[config.mk]
export PLATFORM = sky130hd
export DESIGN_NAME = pelican_crossing_ctrl_flat
export DESIGN_NICKNAME = d
export VERILOG_FILES = /design/src/rtl/pelican_pkg.sv /design/src/rtl/pelican_crossing_ctrl_if.sv /design/src/rtl/dwell_timer.sv /design/src/rtl/pelican_crossing_ctrl.sv /design/src/flat_wrapper.sv
export SDC_FILE = /design/constraint.sdc
export NUM_CORES = 1
export LEC_CHECK = 0
export ABC_CLOCK_PERIOD_IN_PS = 2500
export CORE_ASPECT_RATIO = 0.9
export CORE_MARGIN = 4
export CORE_UTILIZATION = 54
export CTS_CLUSTER_DIAMETER = 120
export DETAILED_ROUTE_END_ITERATION = 10
export HOLD_SLACK_MARGIN = 0.05
export MAX_ROUTING_LAYER = met4
export PLACE_DENSITY_LB_ADDON = 0.08
export SLEW_MARGIN = 20
export SYNTH_ARGS = -nofsm -noshare
export SYNTH_HDL_FRONTEND = slang
export SYNTH_HIERARCHICAL = 1
export SYNTH_SLANG_ARGS = --single-unit
[constraint.sdc]
create_clock -name clk -period 2.5 [get_ports clk]
set_input_delay 0.5 -clock clk [delete_from_list [all_inputs] [get_ports clk]]
set_output_delay 0.5 -clock clk [all_outputs]
set_load 0.01 [all_outputs]
[src/rtl/pelican_pkg.sv]
`default_nettype none
// ============================================================================
//  Module      : pelican_pkg
//  Description : Shared types and lamp encodings for the pelican crossing
//                controller. Holds the FSM state enum and the lamp decode
//                helpers that map a state and flash phase onto the two heads.
//  Contents    : state_t, traffic/pedestrian lamp constants,
//                traffic_decode(), ped_decode()
//  Revision    : 1.0 - initial release
// ============================================================================
package pelican_pkg;

    typedef enum logic [2:0] {
        RED       = 3'd0,
        RED_AMBER = 3'd1,
        GREEN     = 3'd2,
        AMBER     = 3'd3,
        ALL_RED   = 3'd4,
        WALK      = 3'd5,
        FLASH     = 3'd6
    } state_t;

    // Traffic head: [2]=red, [1]=amber, [0]=green
    localparam logic [2:0] TL_RED       = 3'b100;
    localparam logic [2:0] TL_RED_AMBER = 3'b110;
    localparam logic [2:0] TL_GREEN     = 3'b001;
    localparam logic [2:0] TL_AMBER     = 3'b010;

    // Pedestrian head: [1]=red, [0]=green
    localparam logic [1:0] PED_STOP = 2'b10;
    localparam logic [1:0] PED_WALK = 2'b01;

    // In FLASH the amber and pedestrian green blink together, so both heads
    // depend on the flash phase as well as the state.
    function automatic logic [2:0] traffic_decode(input state_t s, input logic ph);
        logic [2:0] tl;
        case (s)
            RED_AMBER: tl = TL_RED_AMBER;
            GREEN:     tl = TL_GREEN;
            AMBER:     tl = TL_AMBER;
            FLASH:     tl = {1'b0, ph, 1'b0};
            default:   tl = TL_RED;
        endcase
        return tl;
    endfunction

    function automatic logic [1:0] ped_decode(input state_t s, input logic ph);
        logic [1:0] pl;
        case (s)
            WALK:    pl = PED_WALK;
            FLASH:   pl = {~ph, ph};
            default: pl = PED_STOP;
        endcase
        return pl;
    endfunction

endpackage
`default_nettype wire

[src/rtl/pelican_crossing_ctrl_if.sv]
`default_nettype none
// ============================================================================
//  Module      : pelican_crossing_ctrl_if
//  Description : Board-side signal bundle of the pelican crossing controller.
//  Ports       : button            - raw pedestrian button (async, active high)
//                traffic_lights    - [2]=red [1]=amber [0]=green
//                pedestrian_lights - [1]=red [0]=green
//                wait_lamp         - request acknowledged
//                state             - current FSM state (debug)
//  Modports    : master - the controller; slave - the board / lamp drivers
//  Revision    : 1.0 - initial release
// ============================================================================
interface pelican_crossing_ctrl_if;
    import pelican_pkg::*;

    logic       button;
    logic [2:0] traffic_lights;
    logic [1:0] pedestrian_lights;
    logic       wait_lamp;
    state_t     state;

    modport master (
        input  button,
        output traffic_lights,
        output pedestrian_lights,
        output wait_lamp,
        output state
    );

    modport slave (
        output button,
        input  traffic_lights,
        input  pedestrian_lights,
        input  wait_lamp,
        input  state
    );

endinterface
`default_nettype wire

[src/rtl/dwell_timer.sv]
`default_nettype none
// ============================================================================
//  Module      : dwell_timer
//  Description : Millisecond prescaler plus ms counter used to time each
//                phase of the crossing. restart clears both on state entry.
//  Ports       : clk     - system clock
//                nrst    - asynchronous active-low reset
//                restart - synchronous clear of prescaler and ms counter
//                tick    - high for one cycle every CLK_PER_MS cycles
//                ms_cnt  - whole milliseconds elapsed since last restart
//  Revision    : 1.0 - initial release
// ============================================================================
module dwell_timer #(
    parameter int CLK_PER_MS = 1,
    parameter int MS_W       = 16
) (
    input  wire logic            clk,
    input  wire logic            nrst,
    input  wire logic            restart,
    output logic                 tick,
    output logic [MS_W-1:0]      ms_cnt
);

    // A 1-cycle ms still needs a 1-bit prescaler; it just never leaves 0,
    // which keeps tick permanently high.
    localparam int              PRE_W    = (CLK_PER_MS > 1) ? $clog2(CLK_PER_MS) : 1;
    localparam logic [PRE_W-1:0] PRE_LAST = PRE_W'(CLK_PER_MS - 1);

    logic [PRE_W-1:0] r_pre;
    logic [MS_W-1:0]  r_ms;
    logic             w_tick;

    assign w_tick = (r_pre == PRE_LAST);

    always_ff @(posedge clk or negedge nrst) begin
        if (!nrst) begin
            r_pre <= '0;
            r_ms  <= '0;
        end else if (restart) begin
            r_pre <= '0;
            r_ms  <= '0;
        end else if (w_tick) begin
            r_pre <= '0;
            r_ms  <= r_ms + MS_W'(1);
        end else begin
            r_pre <= r_pre + PRE_W'(1);
        end
    end

    assign tick   = w_tick;
    assign ms_cnt = r_ms;

endmodule
`default_nettype wire

[src/rtl/pelican_crossing_ctrl.sv]
`default_nettype none
// ============================================================================
//  Module      : pelican_crossing_ctrl
//  Description : Pelican crossing controller. One traffic head, one
//                pedestrian head, one push button. Timed phases with a
//                minimum-green guarantee, all-red clearance before walk and a
//                flashing phase after walk.
//  Ports       : clk  - system clock
//                nrst - asynchronous active-low reset
//                bus  - pelican_crossing_ctrl_if.master (button, lamps,
//                       wait_lamp, state)
//  Revision    : 1.0 - initial release
// ============================================================================
module pelican_crossing_ctrl
    import pelican_pkg::*;
#(
    parameter int CLK_PER_MS     = 1,
    parameter int MS_W           = 16,
    parameter int T_RED_MS       = 30000,
    parameter int T_RED_AMBER_MS = 3000,
    parameter int T_MIN_GREEN_MS = 10000,
    parameter int T_GREEN_MS     = 30000,
    parameter int T_AMBER_MS     = 3000,
    parameter int T_CLEAR_MS     = 2000,
    parameter int T_WALK_MS      = 20000,
    parameter int T_FLASH_MS     = 6000,
    parameter int FLASH_HALF_MS  = 500
) (
    input  wire logic                 clk,
    input  wire logic                 nrst,
    pelican_crossing_ctrl_if.master   bus
);

    // Last ms count of each phase: the exit happens on the tick that would
    // take the counter past this value.
    localparam logic [MS_W-1:0] RED_LAST       = MS_W'(T_RED_MS - 1);
    localparam logic [MS_W-1:0] RED_AMBER_LAST = MS_W'(T_RED_AMBER_MS - 1);
    localparam logic [MS_W-1:0] GREEN_LAST     = MS_W'(T_GREEN_MS - 1);
    localparam logic [MS_W-1:0] AMBER_LAST     = MS_W'(T_AMBER_MS - 1);
    localparam logic [MS_W-1:0] CLEAR_LAST     = MS_W'(T_CLEAR_MS - 1);
    localparam logic [MS_W-1:0] WALK_LAST      = MS_W'(T_WALK_MS - 1);
    localparam logic [MS_W-1:0] FLASH_LAST     = MS_W'(T_FLASH_MS - 1);
    localparam logic [MS_W-1:0] HALF_LAST      = MS_W'(FLASH_HALF_MS - 1);
    localparam logic [MS_W:0]   MIN_GREEN      = (MS_W+1)'(T_MIN_GREEN_MS);

    state_t          r_state;
    state_t          w_next;
    logic            r_sync1;
    logic            r_sync2;
    logic            r_btn_prev;
    logic            r_req;
    logic            r_ph;
    logic            w_ph_next;
    logic [MS_W-1:0] r_half;
    logic [MS_W-1:0] w_half_next;
    logic [2:0]      r_tl;
    logic [1:0]      r_pl;

    logic            w_tick;
    logic [MS_W-1:0] w_ms;
    logic [MS_W:0]   w_ms_plus1;
    logic            w_restart;
    logic            w_btn_edge;

    dwell_timer #(
        .CLK_PER_MS (CLK_PER_MS),
        .MS_W       (MS_W)
    ) u_dwell_timer (
        .clk     (clk),
        .nrst    (nrst),
        .restart (w_restart),
        .tick    (w_tick),
        .ms_cnt  (w_ms)
    );

    assign w_btn_edge = r_sync2 & ~r_btn_prev;
    assign w_ms_plus1 = {1'b0, w_ms} + (MS_W+1)'(1);

    // Next-state decode. Only the registered request is consulted, so a
    // press never reaches the lamps without passing through r_req first.
    always_comb begin
        w_next = r_state;
        case (r_state)
            RED: begin
                if (w_tick && r_req)
                    w_next = WALK;
                else if (w_tick && (w_ms == RED_LAST))
                    w_next = RED_AMBER;
            end
            RED_AMBER: if (w_tick && (w_ms == RED_AMBER_LAST)) w_next = GREEN;
            GREEN: begin
                if (w_tick && ((r_req && (w_ms_plus1 >= MIN_GREEN)) || (w_ms == GREEN_LAST)))
                    w_next = AMBER;
            end
            AMBER:   if (w_tick && (w_ms == AMBER_LAST)) w_next = r_req ? ALL_RED : RED;
            ALL_RED: if (w_tick && (w_ms == CLEAR_LAST)) w_next = WALK;
            WALK:    if (w_tick && (w_ms == WALK_LAST))  w_next = FLASH;
            FLASH:   if (w_tick && (w_ms == FLASH_LAST)) w_next = RED_AMBER;
            default: w_next = RED;
        endcase
    end

    // Every transition moves to a different state, so a change of state is
    // exactly the state-entry event that restarts the timers.
    assign w_restart = (w_next != r_state);

    // Flash phase starts lit on every entry and toggles each FLASH_HALF_MS.
    always_comb begin
        w_ph_next   = r_ph;
        w_half_next = r_half;
        if (w_restart) begin
            w_ph_next   = 1'b1;
            w_half_next = '0;
        end else if ((r_state == FLASH) && w_tick) begin
            if (r_half == HALF_LAST) begin
                w_ph_next   = ~r_ph;
                w_half_next = '0;
            end else begin
                w_half_next = r_half + MS_W'(1);
            end
        end
    end

    always_ff @(posedge clk or negedge nrst) begin
        if (!nrst) begin
            r_sync1    <= 1'b0;
            r_sync2    <= 1'b0;
            r_btn_prev <= 1'b0;
            r_req      <= 1'b0;
            r_state    <= RED;
            r_ph       <= 1'b1;
            r_half     <= '0;
            r_tl       <= TL_RED;
            r_pl       <= PED_STOP;
        end else begin
            r_sync1    <= bus.button;
            r_sync2    <= r_sync1;
            r_btn_prev <= r_sync2;

            // Entering WALK serves the request; that clear beats a new edge.
            if ((w_next == WALK) && (r_state != WALK))
                r_req <= 1'b0;
            else if (w_btn_edge && (r_state != WALK) && (r_state != FLASH))
                r_req <= 1'b1;

            r_state <= w_next;
            r_ph    <= w_ph_next;
            r_half  <= w_half_next;
            // Lamps are decoded from the next state so they switch on the
            // same edge as the state register.
            r_tl    <= traffic_decode(w_next, w_ph_next);
            r_pl    <= ped_decode(w_next, w_ph_next);
        end
    end

    assign bus.traffic_lights    = r_tl;
    assign bus.pedestrian_lights = r_pl;
    assign bus.wait_lamp         = r_req;
    assign bus.state             = r_state;

endmodule
`default_nettype wire

[src/flat_wrapper.sv]
// flat-port wrapper written by rule: the top's interface ports become plain ports
module pelican_crossing_ctrl_flat import pelican_pkg::*;
#(
    parameter int CLK_PER_MS     = 1,
    parameter int MS_W           = 16,
    parameter int T_RED_MS       = 30000,
    parameter int T_RED_AMBER_MS = 3000,
    parameter int T_MIN_GREEN_MS = 10000,
    parameter int T_GREEN_MS     = 30000,
    parameter int T_AMBER_MS     = 3000,
    parameter int T_CLEAR_MS     = 2000,
    parameter int T_WALK_MS      = 20000,
    parameter int T_FLASH_MS     = 6000,
    parameter int FLASH_HALF_MS  = 500
)
  (clk, nrst, bus_button, bus_traffic_lights, bus_pedestrian_lights, bus_wait_lamp, bus_state);
  pelican_crossing_ctrl_if bus_i ();
  input  wire logic clk;
  input  wire logic nrst;
  input wire logic [$bits(bus_i.button)-1:0] bus_button;
  output wire logic [$bits(bus_i.traffic_lights)-1:0] bus_traffic_lights;
  output wire logic [$bits(bus_i.pedestrian_lights)-1:0] bus_pedestrian_lights;
  output wire logic [$bits(bus_i.wait_lamp)-1:0] bus_wait_lamp;
  output wire logic [$bits(bus_i.state)-1:0] bus_state;
  assign bus_i.button = bus_button;
  assign bus_traffic_lights = bus_i.traffic_lights;
  assign bus_pedestrian_lights = bus_i.pedestrian_lights;
  assign bus_wait_lamp = bus_i.wait_lamp;
  assign bus_state = bus_i.state;
  pelican_crossing_ctrl #(.CLK_PER_MS(CLK_PER_MS), .MS_W(MS_W), .T_RED_MS(T_RED_MS), .T_RED_AMBER_MS(T_RED_AMBER_MS), .T_MIN_GREEN_MS(T_MIN_GREEN_MS), .T_GREEN_MS(T_GREEN_MS), .T_AMBER_MS(T_AMBER_MS), .T_CLEAR_MS(T_CLEAR_MS), .T_WALK_MS(T_WALK_MS), .T_FLASH_MS(T_FLASH_MS), .FLASH_HALF_MS(FLASH_HALF_MS)) u_core (.clk(clk), .nrst(nrst), .bus(bus_i));
endmodule
==> impl_metrics.toml, run 1 <==
[status]
outcome = "completed"

[setup_path]
start_kind = "flop"
cpPeakStageDelay_ns = 0.43
worstPathArrival_ns = 2.62
crit_buf_inv = 2
cp.depth = 9
cp_slowest_cell = "dfrtp_1"
cp.required_ns = 2.70
path_delay_family = "simple AND/OR/NAND/NOR gates"
path_common_cell = "a31oi_4"
endpoint_kind = "flop"
path_max_fanout = 12
critPathKind = "flop to flop"
r2r_cells = 9
cp_cell_sequence = "or3_4 > nor3_4 > and4_4 > o22ai_2 > a31oi_4 > a31oi_4 > buf_12 > buf_4 > a311oi_2"

[routing]
drt_wl_total_um = 6180
drt_iter0_drc = 144
vias_per_cell = 5.99
route.detailed.drc = 0
dr_total_vias = 2361
drt-pass1-iter-count = 4
ant_nets = 0
avgRoutedWirePerCell_um = 15.7

[job]
cap_viol_max_count = 0

[final_layout]
drive_gt1_share_pct = 22.3
antenna_cells = 0
syn_to_final_growth_pct = 22.8
fillers = 349
regArea_um2 = 1130
nNetsFinal = 336
final_cell_area_um2 = 3280
final_common_cell = "dfrtp_1"
multi_input_area_um2 = 1520
final_core_util_pct = 71.2
final_cell_mix = "dfrtp_1 (40), nor2_1 (33), buf_4 (31)"

[logic_synthesis]
synth_compound_area_share_pct = 16.9
synth-async-reset-ratio_pct = 100
netlist_instances = 293
syn-num-nets = 298
yosys_warnings = 6
synth_area_um2 = 2670
synth_edf_count = 0
synthMuxAreaShare_pct = 2.11
synth_top_family_by_area = "simple AND/OR/NAND/NOR gates"
synth_area_leaders = "dfrtp_1 (39%), nor2_1 (4.6%), a21oi_1 (4.1%), nand3_1 (3.0%), dfstp_2 (3.0%)"
synth.top_cell.area_share_pct = 39.4
synth_ff_type = "dfrtp_1"
avgSynthCellArea_um2 = 9.11
yosysTopAreaCell = "dfrtp_1"
ys_types = 58
synth-xor-area-share_pct = 2.62
synth_fa_ha_area_share_pct = 0.937
yosys.area_share.simple_pct = 31.0
synth_seq_area_share_pct = 42.3
synth_seq_cells = 45

[global_routing]
track_usage_pct = 22.7
grt_max_degree = 26
grt_pass1_wl_um = 10500
grt_overflow = 0
antenna_found_initial = 0
grt_pass1_vias = 2222

[clocking]
clock_latency_ns = 0.29
cts.sinks = 45
clkTransAtPathRegs_ns = 0.09
cts_made_buffers = 5
hold_buffers = 0
cts_root_buf = "clkbuf_8"
cts_tree = "built"
clockBufferDepth = 2
htree_levels = 2

[sta]
finalSetupTns_ns = 0
period_share_pct = 96.8
final-hold-violation-count = 0
max_freq_ghz = 0.413
slew_violations = 0
setup_viol = 0
hold_ws_ns = 0.151
finalWorstSetupSlack_ns = 0.0797
finClkSkew_ns = 0.00884
rsz0062_at_grt = "yes"
period_needed_ns = 2.42

[floorplan]
dieHeight_um = 74.7
coreArea_um2 = 4600
dieArea_um2 = 6140
die_width_um = 82.1
rows = 23
start_util_pct = 58.0
pin_count = 12

[placement]
post-dp-hpwl_um = 4410
post-place-ws_ns = -0.0481
placement.cell_area_um2 = 3050
portBuffers = 11
place.gp.congestion = 0.882

[pwr]
ir_drop_mv = 0.374
pwr_density_cell_nw_per_um2 = 427
power_leakage_nw = 1.33

[hold_path]
holdCritPathClass = "primary input to async pin"
[worst paths after layout]
path / from / to / slack [ns]
max: u_core/u_dwell_timer/ms_cnt[15] / u_core/r_half[2] / 0.08
min reg2reg: u_core/r_sync1 / u_core/r_sync2 / 0.35
max in group asynchronous: nrst / u_core/u_dwell_timer/ms_cnt[10] / 1.85
max reg2reg: u_core/u_dwell_timer/ms_cnt[15] / u_core/r_half[2] / 0.08
min: nrst / u_core/bus.state[2] / 0.15
min in group clk: u_core/r_sync1 / u_core/r_sync2 / 0.35
[power by group]
group / internal, W / total, W / switching, W
clock: 0.000397 / 0.000642 / 0.000245
sequential: 0.000730 / 0.000731 / 0.000000759
combinational: 0.00000858 / 0.0000284 / 0.0000198
[stage by stage]
step / cells / total power (W)
global route: 394 / 0.00146
detailed placement: 381 / 0.000775
CTS: 389 / 0.00142
finish: 394 / 0.00140
global placement: 381 / 0.000774
floorplan: 293 / 0.000753
[synth_stat cells (2+ instances only)]
master / number
xor2_1: 5
nand4_4: 2
a311oi_1: 2
ha_1: 2
and3_1: 8
mux2_2: 3
xnor2_1: 3
nor4_1: 12
mux2_1: 2
nand4_1: 9
nor3_1: 6
o21ai_0: 10
nand2b_1: 2
dfrtp_1: 42
nor2b_1: 8
nor3b_1: 5
o21ai_1: 3
a211oi_1: 3
nor2_1: 33
a21o_1: 2
a31oi_1: 4
and4_1: 2
inv_1: 11
a31oi_4: 2
dfstp_2: 3
or4_1: 4
clkbuf_1: 6
clkbuf_2: 2
nand3_1: 16
or3_1: 9
buf_2: 2
o31ai_1: 5
nand4b_1: 3
nand2_1: 16
a22o_1: 2
a21oi_1: 22
[flip-flops by register name (all words and copies together), names as in the netlist]
name,flops
u_core/r_half,16
u_core/u_dwell_timer/ms_cnt,16
u_core/bus.state,3
u_core/bus.traffic_lights,3
u_core/bus.pedestrian_lights,2
u_core/bus.wait_lamp,1
u_core/r_btn_prev,1
u_core/r_ph,1
u_core/r_sync1,1
u_core/r_sync2,1
[kinds of logic after synthesis]
family,count (synthesis)
other,1
buffers and inverters,24
multiplexers,5
flip-flops,45
adder cells (fa/ha/maj),2
XOR/XNOR,8
AND/OR/NAND/NOR,143
AO/OA/AOI/OAI,65
[area by class of cell]
class	instances	area share, %
clock buffer	5	2.10
tap	62	2.37
timing repair buffer	44	11.5
inverter	11	1.26
multi-input combinational	224	46.2
sequential	45	34.5
clock inverter	3	1.98
[routing by layer]
| layer | up-vias | GRT usage [%] | wire length, um |
|---|---|---|---|
| li1 | 1173 | - | - |
| met2 | 49 | 33.5 | 2850 |
| met3 | 6 | 4.31 | 229 |
| met1 | 1133 | 31.7 | 3030 |
| met4 | 0 | 7.01 | 64 |
| met5 | - | - | 0 |
[worst reg2reg max path: cells and delay by family (launching register included)]
kind / cells / cell delay, ns
and+or+nand+nor: 3 / 0.91
AOI/OAI and AO/OA: 4 / 0.65
DFF: 1 / 0.43
buffers and inverters: 2 / 0.34
[timing repair]
item,CTS,global route
setup buffers,0,5
setup endpoints to repair,15,33
pin swaps,2,3
resized for setup,1,7
No activity file was read; power rests on OpenSTA's default activity.
==> inputs of run 2 (changes only) <==
--- a/config.mk
+++ b/config.mk
@@ -5,6 +5,7 @@
 export SDC_FILE = /design/constraint.sdc
 export NUM_CORES = 1
 export LEC_CHECK = 0
+export ABC_AREA = 0
 export ABC_CLOCK_PERIOD_IN_PS = 2500
 export CORE_ASPECT_RATIO = 0.9
 export CORE_MARGIN = 4
==> results of run 2 <==
Final layout, timing and power as in run 1 (identical DEF).
